[config.mk]
export PLATFORM = sky130hd
export DESIGN_NAME = mac_ctrl_flat
export DESIGN_NICKNAME = d
export VERILOG_FILES = /design/src/rtl/mac_ctrl_if.sv /design/src/rtl/mac_ctrl.sv /design/src/flat_wrapper.sv
export SDC_FILE = /design/constraint.sdc
export NUM_CORES = 1
export LEC_CHECK = 0
export CAP_MARGIN = 5
export CORE_AREA = 5 5 124 126
export DETAILED_ROUTE_END_ITERATION = 10
export DIE_AREA = 0 0 129 131
export PLACE_DENSITY = 0.8
export SYNTH_ARGS = -nofsm -noshare
export SYNTH_HDL_FRONTEND = slang
export SYNTH_SLANG_ARGS = --single-unit
[constraint.sdc]
create_clock -name clk -period 3.56 [get_ports clk]
set_clock_uncertainty 0.15 [all_clocks]
set_input_delay 0.356 -clock clk [delete_from_list [all_inputs] [get_ports clk]]
set_output_delay 0.356 -clock clk [all_outputs]
set_load 0.1 [all_outputs]
[src/rtl/mac_ctrl_if.sv]
// Requester/response and MAC command bundle for mac_ctrl.
// Ports: pause, req_*, rsp_*, mac_* (slave = controller, master = env).
interface mac_ctrl_if;
   logic        pause;
   logic [1:0]  req_valid;
   logic [1:0]  req_ready;
   logic [5:0]  req_op;
   logic [63:0] req_a;
   logic [63:0] req_b;
   logic [1:0]  rsp_valid;
   logic [1:0]  rsp_ready;
   logic [31:0] rsp_data;
   logic        rsp_err;
   logic        mac_mul_en;
   logic        mac_low;
   logic        mac_high;
   logic [32:0] mac_din1;
   logic [32:0] mac_din2;
   logic        mac_pause;
   logic [31:0] mac_dlout;
   logic [31:0] mac_dhout;
   logic        mac_vldout;
   logic        mac_vhdout;

   modport slave (
      input  pause, req_valid, req_op, req_a, req_b, rsp_ready,
      input  mac_dlout, mac_dhout, mac_vldout, mac_vhdout,
      output req_ready, rsp_valid, rsp_data, rsp_err,
      output mac_mul_en, mac_low, mac_high,
      output mac_din1, mac_din2, mac_pause
   );

   modport master (
      output pause, req_valid, req_op, req_a, req_b, rsp_ready,
      output mac_dlout, mac_dhout, mac_vldout, mac_vhdout,
      input  req_ready, rsp_valid, rsp_data, rsp_err,
      input  mac_mul_en, mac_low, mac_high,
      input  mac_din1, mac_din2, mac_pause
   );
endinterface

[src/rtl/mac_ctrl.sv]
// Two-requester arbiter/sequencer for the shared 2-stage MAC datapath.
// Ports: clk, reset (async, active-high), bus (mac_ctrl_if.slave).
module mac_ctrl #(
   parameter bit RR_EN = 1'b1
) (
   input logic       clk,
   input logic       reset,
   mac_ctrl_if.slave bus
);
   typedef enum logic [1:0] {
      IDLE, ISSUE, WAIT, RESP
   } state_e;

   state_e      state_q, state_d;
   logic        gnt_q, gnt_d;
   logic        last_q, last_d;
   logic        acc_vld_q, acc_vld_d;
   logic        acc_own_q, acc_own_d;
   logic        err_q, err_d;
   logic [2:0]  op_q, op_d;
   logic [31:0] a_q, a_d;
   logic [31:0] b_q, b_d;
   logic [31:0] data_q, data_d;

   logic        pick;
   logic        legal;
   logic [2:0]  op_in;
   logic [31:0] a_in;
   logic [31:0] b_in;
   logic        op_mul;
   logic        op_low;
   logic        sx_a;
   logic        sx_b;

   always_comb begin
      pick = bus.req_valid[1];
      if (&bus.req_valid)
         pick = RR_EN ? ~last_q : 1'b0;
   end

   assign op_in = pick ? bus.req_op[5:3] : bus.req_op[2:0];
   assign a_in  = pick ? bus.req_a[63:32] : bus.req_a[31:0];
   assign b_in  = pick ? bus.req_b[63:32] : bus.req_b[31:0];

   // 0-3 always legal; 4/5 only for the accumulator owner; 6/7 never
   assign legal = ~op_in[2]
                | (~op_in[1] & acc_vld_q & (acc_own_q == pick));

   assign op_mul = ~op_q[2];
   assign op_low = (op_q[1:0] == 2'b00);
   assign sx_a   = a_q[31] & (op_q inside {3'd0, 3'd1, 3'd2, 3'd4, 3'd5});
   assign sx_b   = b_q[31] & (op_q inside {3'd0, 3'd1, 3'd4, 3'd5});

   assign bus.mac_din1  = {sx_a, a_q};
   assign bus.mac_din2  = {sx_b, b_q};
   assign bus.mac_pause = bus.pause;
   assign bus.rsp_data  = data_q;
   assign bus.rsp_err   = err_q;

   always_ff @(posedge clk or posedge reset) begin
      if (reset) begin
         state_q   <= IDLE;
         gnt_q     <= 1'b0;
         last_q    <= 1'b1;
         acc_vld_q <= 1'b0;
         acc_own_q <= 1'b0;
         err_q     <= 1'b0;
         op_q      <= 3'd0;
         a_q       <= 32'd0;
         b_q       <= 32'd0;
         data_q    <= 32'd0;
      end else begin
         state_q   <= state_d;
         gnt_q     <= gnt_d;
         last_q    <= last_d;
         acc_vld_q <= acc_vld_d;
         acc_own_q <= acc_own_d;
         err_q     <= err_d;
         op_q      <= op_d;
         a_q       <= a_d;
         b_q       <= b_d;
         data_q    <= data_d;
      end
   end

   always_comb begin
      state_d        = state_q;
      gnt_d          = gnt_q;
      last_d         = last_q;
      acc_vld_d      = acc_vld_q;
      acc_own_d      = acc_own_q;
      err_d          = err_q;
      op_d           = op_q;
      a_d            = a_q;
      b_d            = b_q;
      data_d         = data_q;
      bus.req_ready  = 2'b00;
      bus.rsp_valid  = 2'b00;
      bus.mac_mul_en = 1'b0;
      bus.mac_low    = 1'b0;
      bus.mac_high   = 1'b0;

      unique case (state_q)
         IDLE: begin
            // gated by reset so req_ready is 0 while reset is held
            if (!reset && !bus.pause && |bus.req_valid) begin
               bus.req_ready = pick ? 2'b10 : 2'b01;
               gnt_d  = pick;
               last_d = pick;
               op_d   = op_in;
               a_d    = a_in;
               b_d    = b_in;
               if (legal) begin
                  err_d   = 1'b0;
                  state_d = ISSUE;
               end else begin
                  err_d   = 1'b1;
                  data_d  = 32'd0;
                  state_d = RESP;
               end
            end
         end
         ISSUE: begin
            if (!bus.pause) begin
               bus.mac_mul_en = op_mul;
               bus.mac_low    = op_low;
               bus.mac_high   = ~op_low;
               state_d        = WAIT;
               if (op_mul) begin
                  acc_vld_d = 1'b1;
                  acc_own_d = gnt_q;
               end
            end
         end
         WAIT: begin
            // only the valid matching the op kind completes it
            if (!bus.pause) begin
               if (op_low && bus.mac_vldout) begin
                  data_d  = bus.mac_dlout;
                  state_d = RESP;
               end else if (!op_low && bus.mac_vhdout) begin
                  data_d  = bus.mac_dhout;
                  state_d = RESP;
               end
            end
         end
         RESP: begin
            bus.rsp_valid = gnt_q ? 2'b10 : 2'b01;
            if (bus.rsp_ready[gnt_q])
               state_d = IDLE;
         end
         default: state_d = IDLE;
      endcase
   end
endmodule
[src/flat_wrapper.sv]
// flat-port wrapper written by rule: the top's interface ports become plain ports
module mac_ctrl_flat 
#(
   parameter bit RR_EN = 1'b1
)
  (clk, reset, bus_pause, bus_req_valid, bus_req_op, bus_req_a, bus_req_b, bus_rsp_ready, bus_mac_dlout, bus_mac_dhout, bus_mac_vldout, bus_mac_vhdout, bus_req_ready, bus_rsp_valid, bus_rsp_data, bus_rsp_err, bus_mac_mul_en, bus_mac_low, bus_mac_high, bus_mac_din1, bus_mac_din2, bus_mac_pause);
  mac_ctrl_if bus_i ();
  input logic clk;
  input logic reset;
  input wire logic [$bits(bus_i.pause)-1:0] bus_pause;
  input wire logic [$bits(bus_i.req_valid)-1:0] bus_req_valid;
  input wire logic [$bits(bus_i.req_op)-1:0] bus_req_op;
  input wire logic [$bits(bus_i.req_a)-1:0] bus_req_a;
  input wire logic [$bits(bus_i.req_b)-1:0] bus_req_b;
  input wire logic [$bits(bus_i.rsp_ready)-1:0] bus_rsp_ready;
  input wire logic [$bits(bus_i.mac_dlout)-1:0] bus_mac_dlout;
  input wire logic [$bits(bus_i.mac_dhout)-1:0] bus_mac_dhout;
  input wire logic [$bits(bus_i.mac_vldout)-1:0] bus_mac_vldout;
  input wire logic [$bits(bus_i.mac_vhdout)-1:0] bus_mac_vhdout;
  output wire logic [$bits(bus_i.req_ready)-1:0] bus_req_ready;
  output wire logic [$bits(bus_i.rsp_valid)-1:0] bus_rsp_valid;
  output wire logic [$bits(bus_i.rsp_data)-1:0] bus_rsp_data;
  output wire logic [$bits(bus_i.rsp_err)-1:0] bus_rsp_err;
  output wire logic [$bits(bus_i.mac_mul_en)-1:0] bus_mac_mul_en;
  output wire logic [$bits(bus_i.mac_low)-1:0] bus_mac_low;
  output wire logic [$bits(bus_i.mac_high)-1:0] bus_mac_high;
  output wire logic [$bits(bus_i.mac_din1)-1:0] bus_mac_din1;
  output wire logic [$bits(bus_i.mac_din2)-1:0] bus_mac_din2;
  output wire logic [$bits(bus_i.mac_pause)-1:0] bus_mac_pause;
  assign bus_i.pause = bus_pause;
  assign bus_i.req_valid = bus_req_valid;
  assign bus_i.req_op = bus_req_op;
  assign bus_i.req_a = bus_req_a;
  assign bus_i.req_b = bus_req_b;
  assign bus_i.rsp_ready = bus_rsp_ready;
  assign bus_i.mac_dlout = bus_mac_dlout;
  assign bus_i.mac_dhout = bus_mac_dhout;
  assign bus_i.mac_vldout = bus_mac_vldout;
  assign bus_i.mac_vhdout = bus_mac_vhdout;
  assign bus_req_ready = bus_i.req_ready;
  assign bus_rsp_valid = bus_i.rsp_valid;
  assign bus_rsp_data = bus_i.rsp_data;
  assign bus_rsp_err = bus_i.rsp_err;
  assign bus_mac_mul_en = bus_i.mac_mul_en;
  assign bus_mac_low = bus_i.mac_low;
  assign bus_mac_high = bus_i.mac_high;
  assign bus_mac_din1 = bus_i.mac_din1;
  assign bus_mac_din2 = bus_i.mac_din2;
  assign bus_mac_pause = bus_i.mac_pause;
  mac_ctrl #(.RR_EN(RR_EN)) u_core (.clk(clk), .reset(reset), .bus(bus_i));
endmodule
* Word-level counts from Yosys, hierarchy flattened
Index checks and enable logic that the tools add are counted.
** Storage, ports and cells
- Output and inout bits :: 107
- Register bits after elaboration :: 106
** Operators by class
- Equal/unequal tests :: 14
- Bitwise operators :: 11
- Mux-type cells :: 32
- Reduce and logical (&&, ||, !) cells :: 19
- Order comparisons :: 1
** Operators with widths (number)
- $mux 32 :: 7
- $pmux 32 s2 :: 1
- $mux 2 :: 12
- $mux 1 :: 10
- $reduce_and 5->1 :: 2
- $pmux 2 s4 :: 1
- $eq 3x3->1 const B :: 2
- $ne 2x2->1 const B :: 3
- $not 1->1 :: 6
- $reduce_bool 5->1 :: 1
- $and 1x1->1 :: 4
- $eq 2x2->1 const B :: 2
- $logic_and 1x1->1 :: 4
- $logic_not 2->1 :: 2
- $ne 2x1->1 const B :: 2
- $reduce_and 2->1 :: 2
- $reduce_bool 4->1 :: 1
- $eq 3x1->1 const B :: 1
- $eq 3x2->1 const B :: 1
- $logic_not 1->1 :: 3
- $logic_not 3->1 :: 1
- $mux 3 :: 1
- $ne 3x1->1 const B :: 1
- $reduce_and 3->1 :: 1
- 6 further kinds :: 6

* Depth between registers and ports, before layout
Gate-level depths: netlist of the first run.
- Word-level depth :: 10
- Mapped depth :: 8
- Depth with buffers taken out :: 6

* Worst setup path after synthesis of the first run
OpenSTA, ideal clock, no wires.
- Path type :: register -> output
- Start point :: reg u_core.state_q[0]
- End point :: out bus_req_ready[0]
- Stages on the path, launching flop included :: 8
- Buffers on the path :: 3
- Path slack :: 0.305 ns
- Required time :: 3.054 ns
- Arrival time :: 2.749 ns
- Cell sequence :: dfrtp_1 -> inv_1 -> ha_1 -> clkbuf_1 -> nand2_1 -> clkbuf_1 -> clkbuf_1 -> nor2_1
** On the way
- Cells in the longest elaborated chain, start to end :: 2
** Ends and longest elaborated chain
- start, declared :: RTL line mac_ctrl.sv:14 : state_e state_q, state_d;
- start signal, assigned :: RTL line mac_ctrl.sv:73 : state_q <= state_d;
- $logic_not 2->1 :: RTL line mac_ctrl.sv:103 : unique case (state_q)
- $mux 2 :: RTL line mac_ctrl.sv:103
- end, declared :: RTL line flat_wrapper.sv:20 : output wire logic [$bits(bus_i.req_ready)-1:0] bus_req_ready;
Every way passes these cells.

* Worst setup path in the final report of the first run
- Start point :: in bus_pause
- End point :: out bus_req_ready[0]
** On the way
- Cells in the longest elaborated chain, start to end :: 5
** Ends and longest elaborated chain
- start, declared :: RTL line flat_wrapper.sv:10 : input wire logic [$bits(bus_i.pause)-1:0] bus_pause;
- $logic_not 1->1 :: RTL line mac_ctrl.sv:106 : if (!reset && !bus.pause && |bus.req_valid) begin
- $logic_and 1x1->1 (2 in series) :: RTL line mac_ctrl.sv:106
- $mux 2 :: RTL line mac_ctrl.sv:106
- $mux 2 :: RTL line mac_ctrl.sv:103
Every way passes these cells.

==> flow_summary_export.csv, run 1 <==
group,metric,value,unit
run_status,status,"finished clean",
route,drt_iter0_drc,135,
logic_synthesis,synth_edf_count,0,
place,numPortBuffers,313,
critical_path,cp_cell_sequence,"clkdlybuf4s50_1 -> nor3_1 -> nand2_4 -> nor2_1 -> buf_12",
logic_synthesis,synth-seq-cells,106,
grt,track_usage,18.8,%
sta,tightest_slew,1.10,ns
sta,setup_violations,0,
clocking,postCtsSetupBuffers,0,
logic_synthesis,yosys.cell_types.count,30,
clocking,cts_made_buffers,9,
sta,clock.fmax,351,MHz
logic_synthesis,synth_area_leader_cell,"dfrtp_1",
critical_path,worst_path_largest_cell_delay,0.54,ns
clocking,insertion_delay,0.34,ns
logic_synthesis,syn_nets,734,
clocking,post_cts_resized,0,
route,drc,0,
finish,num_antenna_cells,0,
sta,slew_viol_final,0,
floorplanning,fp-row-count,44,
critical_path,worstPathRequired,3.05,ns
finish,multi_input_area,2430,sq um
clocking,clockBufferDepth,2,
route,vias,4685,
finish,nNetsFinal,1026,
logic_synthesis,synth_most_common_cell,"nand2_1",
clocking,clk_pin_slew,0.07,ns
sta,period_minus_slack,2.85,ns
route,dr.pass1.iters,4,
floorplanning,io_pins,314,
route,vias_per_cell,4.67,
clocking,cts_sinks,106,
grt,grt_overflow,0,
route,ant_nets,0,
floorplanning,dieArea,16900,sq um
floorplanning,fp.dieW,129,microns
clocking,holdBufCountCts,0,
logic_synthesis,yosys_warnings,0,
logic_synthesis,ys_seq_area_share,50.4,%
floorplanning,core_area,14200,sq um
logic_synthesis,ys.flop_type,"dfrtp_1",
logic_synthesis,netlist.area_leader.share,49.9,%
logic_synthesis,synth_common_cells,"nand2_1, dfrtp_1, mux2i_1, o21ai_0, a21boi_0",
run,cap_violations,0,
grt,grt_pass1_wl,24600,microns
worst_hold_path,hold_path_class,"flip-flop to flip-flop",
critical_path,slowest_stage,"clkdlybuf4s50_1",
place,gp_congestion,0.834,
sta,fin_tns_setup,0,ns
place,dp_hpwl,13100,microns
critical_path,endpoint_kind,"output pin",
grt,grt_antenna_before_repair,0,
logic_synthesis,synth_area_leaders,"dfrtp_1, mux2i_1, nand2_1, o21ai_0, mux2_1",
logic_synthesis,ys_async_sr_fraction,100,%
critical_path,worstSetupPathType,"input port to output pin",
logic_synthesis,netlist_area,5260,sq um
finish,n_fill_cell,1208,
finish,regArea,2650,sq um
clocking,cts_max_level,3,
clocking,root_buffer,"clkbuf_16",
critical_path,arrival,2.34,ns
logic_synthesis,synthCells,523,
sta,slew_headroom,26.9,%
floorplanning,die_h,131,microns
finish,drive_gt1_share,4.76,%
sta,setup_slack,0.714,ns
place,place_ws,0.727,ns
route,routed_wl,16700,microns
grt,grt_pass1_vias,4611,
sta,hold_viol,0,
floorplanning,initial_core_util,37.1,%
critical_path,crit_fanout,50,
grt,grt_max_degree,87,
route,routedWlPerCell,16.6,microns
finish,postLayoutCoreUtil,62.2,%
sta,min_period_over_period,79.9,%
finish,area_growth,67.9,%
clocking,cts_tree,"built",
critical_path,critPathLaunchType,"input port",
sta,rsz0062_at_grt,"no",
logic_synthesis,synth_area_per_cell,10.1,sq um
-- sequential cells by signal, indices dropped and copies added, names as in the netlist, 2 cells and up --
name                 cells
u_core.b_q              32
u_core.state_q           2
u_core.op_q              3
u_core.bus.rsp_data     32
u_core.a_q              32
-- cells by family after synthesis --
logic type               count (synthesis)  synth area share [%]
AND/OR/NAND/NOR                        153                  11.3
AO/OA/AOI/OAI                          114                  13.1
flip-flops                             106                  50.4
multiplexers                           103                  20.4
buffers and inverters                   43                  3.83
adder cells (fa/ha/maj)                  4                 0.951
-- metrics by stage --
stage | hold slack, ns | area (sq um) | std cells
finish | 0.328 | 8840 | 1004
global route | 0.347 | 8840 | 1004
CTS | 0.334 | 8840 | 1004
detailed placement | 0.319 | 8550 | 988
global placement | 0.310 | 8550 | 988
floorplan | 0.303 | 5260 | 523
-- cells in the final DEF, fill, tap and decap left out, drive strengths merged, types with 4 or more instances in the layout --
cell type and count:
clkdlybuf4s50 304, nand2 134, dfrtp 105, o21ai 69, mux2i 69, mux2 34
a21boi 33, buf 16, clkbuf 14, nor2 9, and2 4, a21oi 4
ha 4, inv 4
-- layer usage --
metal	global-route usage (%)	wire [microns]
met1	21.2	6360
met2	33.0	8280
met3	7.03	1870
met4	5.87	192
met5	0	0
-- path summary, 6_finish.rpt --
| check | start | slack (ns) | endpoint | depth (start not counted) |
|---|---|---|---|---|
| worst max-delay path | bus_pause | 0.71 | bus_req_ready[0] | 5 |
| worst min-delay path | u_core.b_q[17] | 0.33 | u_core.b_q[17] | 2 |
| worst max register to register | u_core.last_q | 1.24 | u_core.b_q[7] | 4 |
| worst min register to register | u_core.b_q[17] | 0.33 | u_core.b_q[17] | 2 |
| max in group asynchronous | reset | 2.14 | u_core.last_q | 3 |
| min in group asynchronous | reset | 0.35 | u_core.a_q[0] | 2 |
-- cell type report --
| cell class | count | share of cell area, % |
|---|---|---|
| repair buffers | 320 | 36.5 |
| clock inverters | 2 | 0.113 |
| inverters | 4 | 0.198 |
| well taps | 184 | 2.61 |
| flip-flops and latches | 106 | 30.0 |
| multi-input cells | 374 | 27.5 |
| clock buffers | 14 | 3.10 |
-- critical path: cells and delay by family --
kind | cells | cell delay (ns)
buffers and inverters | 2 | 0.75
AND/OR/NAND/NOR | 3 | 1.22
Power of run 1 is left out: the tool's default activity adds up to more than one toggle a clock period on the data nets, which glitch-free logic cannot reach.
==> inputs of run 2 (changes only) <==
--- a/config.mk
+++ b/config.mk
@@ -6,10 +6,10 @@
 export NUM_CORES = 1
 export LEC_CHECK = 0
 export CAP_MARGIN = 5
-export CORE_AREA = 5 5 124 126
+export CORE_AREA = 5 5 131 133
 export DETAILED_ROUTE_END_ITERATION = 10
-export DIE_AREA = 0 0 129 131
-export PLACE_DENSITY = 0.8
+export DIE_AREA = 0 0 136 138
+export PLACE_DENSITY = 0.76
 export SYNTH_ARGS = -nofsm -noshare
 export SYNTH_HDL_FRONTEND = slang
 export SYNTH_SLANG_ARGS = --single-unit
==> constraint.sdc (replaced) <==
create_clock -name clk -period 2.5 [get_ports clk]
set_clock_uncertainty 0.15 [all_clocks]
set_input_delay 0.25 -clock clk [delete_from_list [all_inputs] [get_ports clk]]
set_output_delay 0.25 -clock clk [all_outputs]
set_load 0.1 [all_outputs]
==> flow_summary_export.csv, run 2 (synthesis results as in run 1) <==
group,metric,value,unit
run_status,status,"finished clean",
route,drc,0,
run,cap_violations,0,
floorplanning,die_h,138,microns
critical_path,r2r_start,"u_core.state_q[0]",
grt,grt_pass1_wl,26100,microns
worst_hold_path,hold_path_class,"input port to async pin",
critical_path,endpoint_kind,"output pin",
critical_path,rr_endpoint,"u_core.bus.rsp_data[31]",
clocking,cts_made_buffers,9,
finish,nNetsFinal,1030,
place,numPortBuffers,313,
sta,hold_viol,0,
finish,area_growth,66.6,%
place,gp_congestion,0.752,
critical_path,rr_worst_depth,7,
grt,track_usage,17.5,%
critical_path,critPathLaunchType,"input port",
critical_path,crit_fanout,49,
clocking,holdBufCountCts,0,
floorplanning,initial_core_util,33.5,%
sta,clock.fmax,445,MHz
route,routed_wl,17000,microns
clocking,cts_tree,"built",
sta,slew_viol_final,0,
clocking,cts_sinks,106,
critical_path,arrival,1.84,ns
sta,tightest_slew,0.554,ns
route,dr.pass1.iters,4,
route,vias_per_cell,4.55,
sta,setup_violations,0,
finish,drive_gt1_share,17.7,%
floorplanning,io_pins,314,
clocking,root_buffer,"clkbuf_16",
route,ant_nets,0,
grt,grt_max_degree,99,
clocking,cts_max_level,3,
clocking,clockBufferDepth,2,
critical_path,worstPathRequired,2.10,ns
place,dp_hpwl,13500,microns
route,routedWlPerCell,16.3,microns
route,vias,4739,
sta,min_period_over_period,89.8,%
sta,period_minus_slack,2.24,ns
clocking,post_cts_resized,0,
grt,grt_overflow,0,
sta,slew_headroom,63.1,%
grt,grt_antenna_before_repair,2,
sta,fin_tns_setup,0,ns
critical_path,endpoint,"bus_req_ready[1]",
clocking,clk_pin_slew,0.08,ns
floorplanning,dieArea,18800,sq um
floorplanning,fp.dieW,136,microns
critical_path,startpoint,"bus_req_valid[1]",
finish,n_fill_cell,1391,
finish,mostFrequentLayoutCells,"clkdlybuf4s50_1, nand2_1, buf_4, dfrtp_1",
floorplanning,fp-row-count,46,
clocking,insertion_delay,0.34,ns
route,drt_iter0_drc,151,
floorplanning,core_area,15700,sq um
critical_path,worstSetupPathType,"input port to output pin",
clocking,postCtsSetupBuffers,0,
critical_path,r2r_slack,0.39,ns
finish,final_common_cell,"clkdlybuf4s50_1",
grt,grt_pass1_vias,4828,
sta,rsz0062_at_grt,"no",
## run 2: metrics by stage
stage	utilization [%]	hold WS, ns	cell area (sq um)	instances	setup WS (ns)
after floorplan	-	0.296	5280	523	0.104
after global placement	53.8	0.313	8460	1024	0.0955
after detailed placement	53.8	0.322	8460	1024	0.0613
after CTS	55.8	0.0660	8760	1040	0.223
after global routing	55.8	0.0901	8770	1042	0.149
final	55.8	0.0731	8770	1042	0.255
## run 2: layout make-up
| type | instances | area [sq um] | share of cell area [%] |
|---|---|---|---|
| Multi-Input combinational cell | 374 | 2440 | 27.8 |
| Tap cell | 216 | 270 | 3.08 |
| Timing Repair Buffer | 324 | 3070 | 35.1 |
| Antenna cell | 2 | 5.00 | 0.0571 |
| Clock inverter | 7 | 78.8 | 0.899 |
| Inverter | 4 | 18.8 | 0.214 |
| Clock buffer | 9 | 225 | 2.57 |
| Sequential cell | 106 | 2650 | 30.3 |
## run 2: worst min path at each step
stage,startpoint,endpoint,slack (ns)
after floorplan,bus_req_op[2],u_core.op_q[2],0.30
after detailed placement,u_core.b_q[18],u_core.b_q[18],0.32
after CTS,reset,u_core.a_q[1],0.07
after global routing,reset,u_core.a_q[1],0.09
after global placement,u_core.a_q[21],u_core.a_q[21],0.31
final,reset,u_core.a_q[1],0.07
## run 2: routing by layer
metal	global-route usage [%]	up-vias	share of wire, %
met2	29.6	212	48
met3	6.82	19	12
met4	5.46	0	2.0
met5	0	-	0
li1	-	2372	-
met1	20.3	2136	39
## run 2: worst max-delay path: stages
cell and delay [ns]:
clkdlybuf4s50_1 0.49, a21boi_4 0.25, buf_12 0.32, and3_1 0.32, buf_12 0.20
Power of run 2 is left out for the same reason.
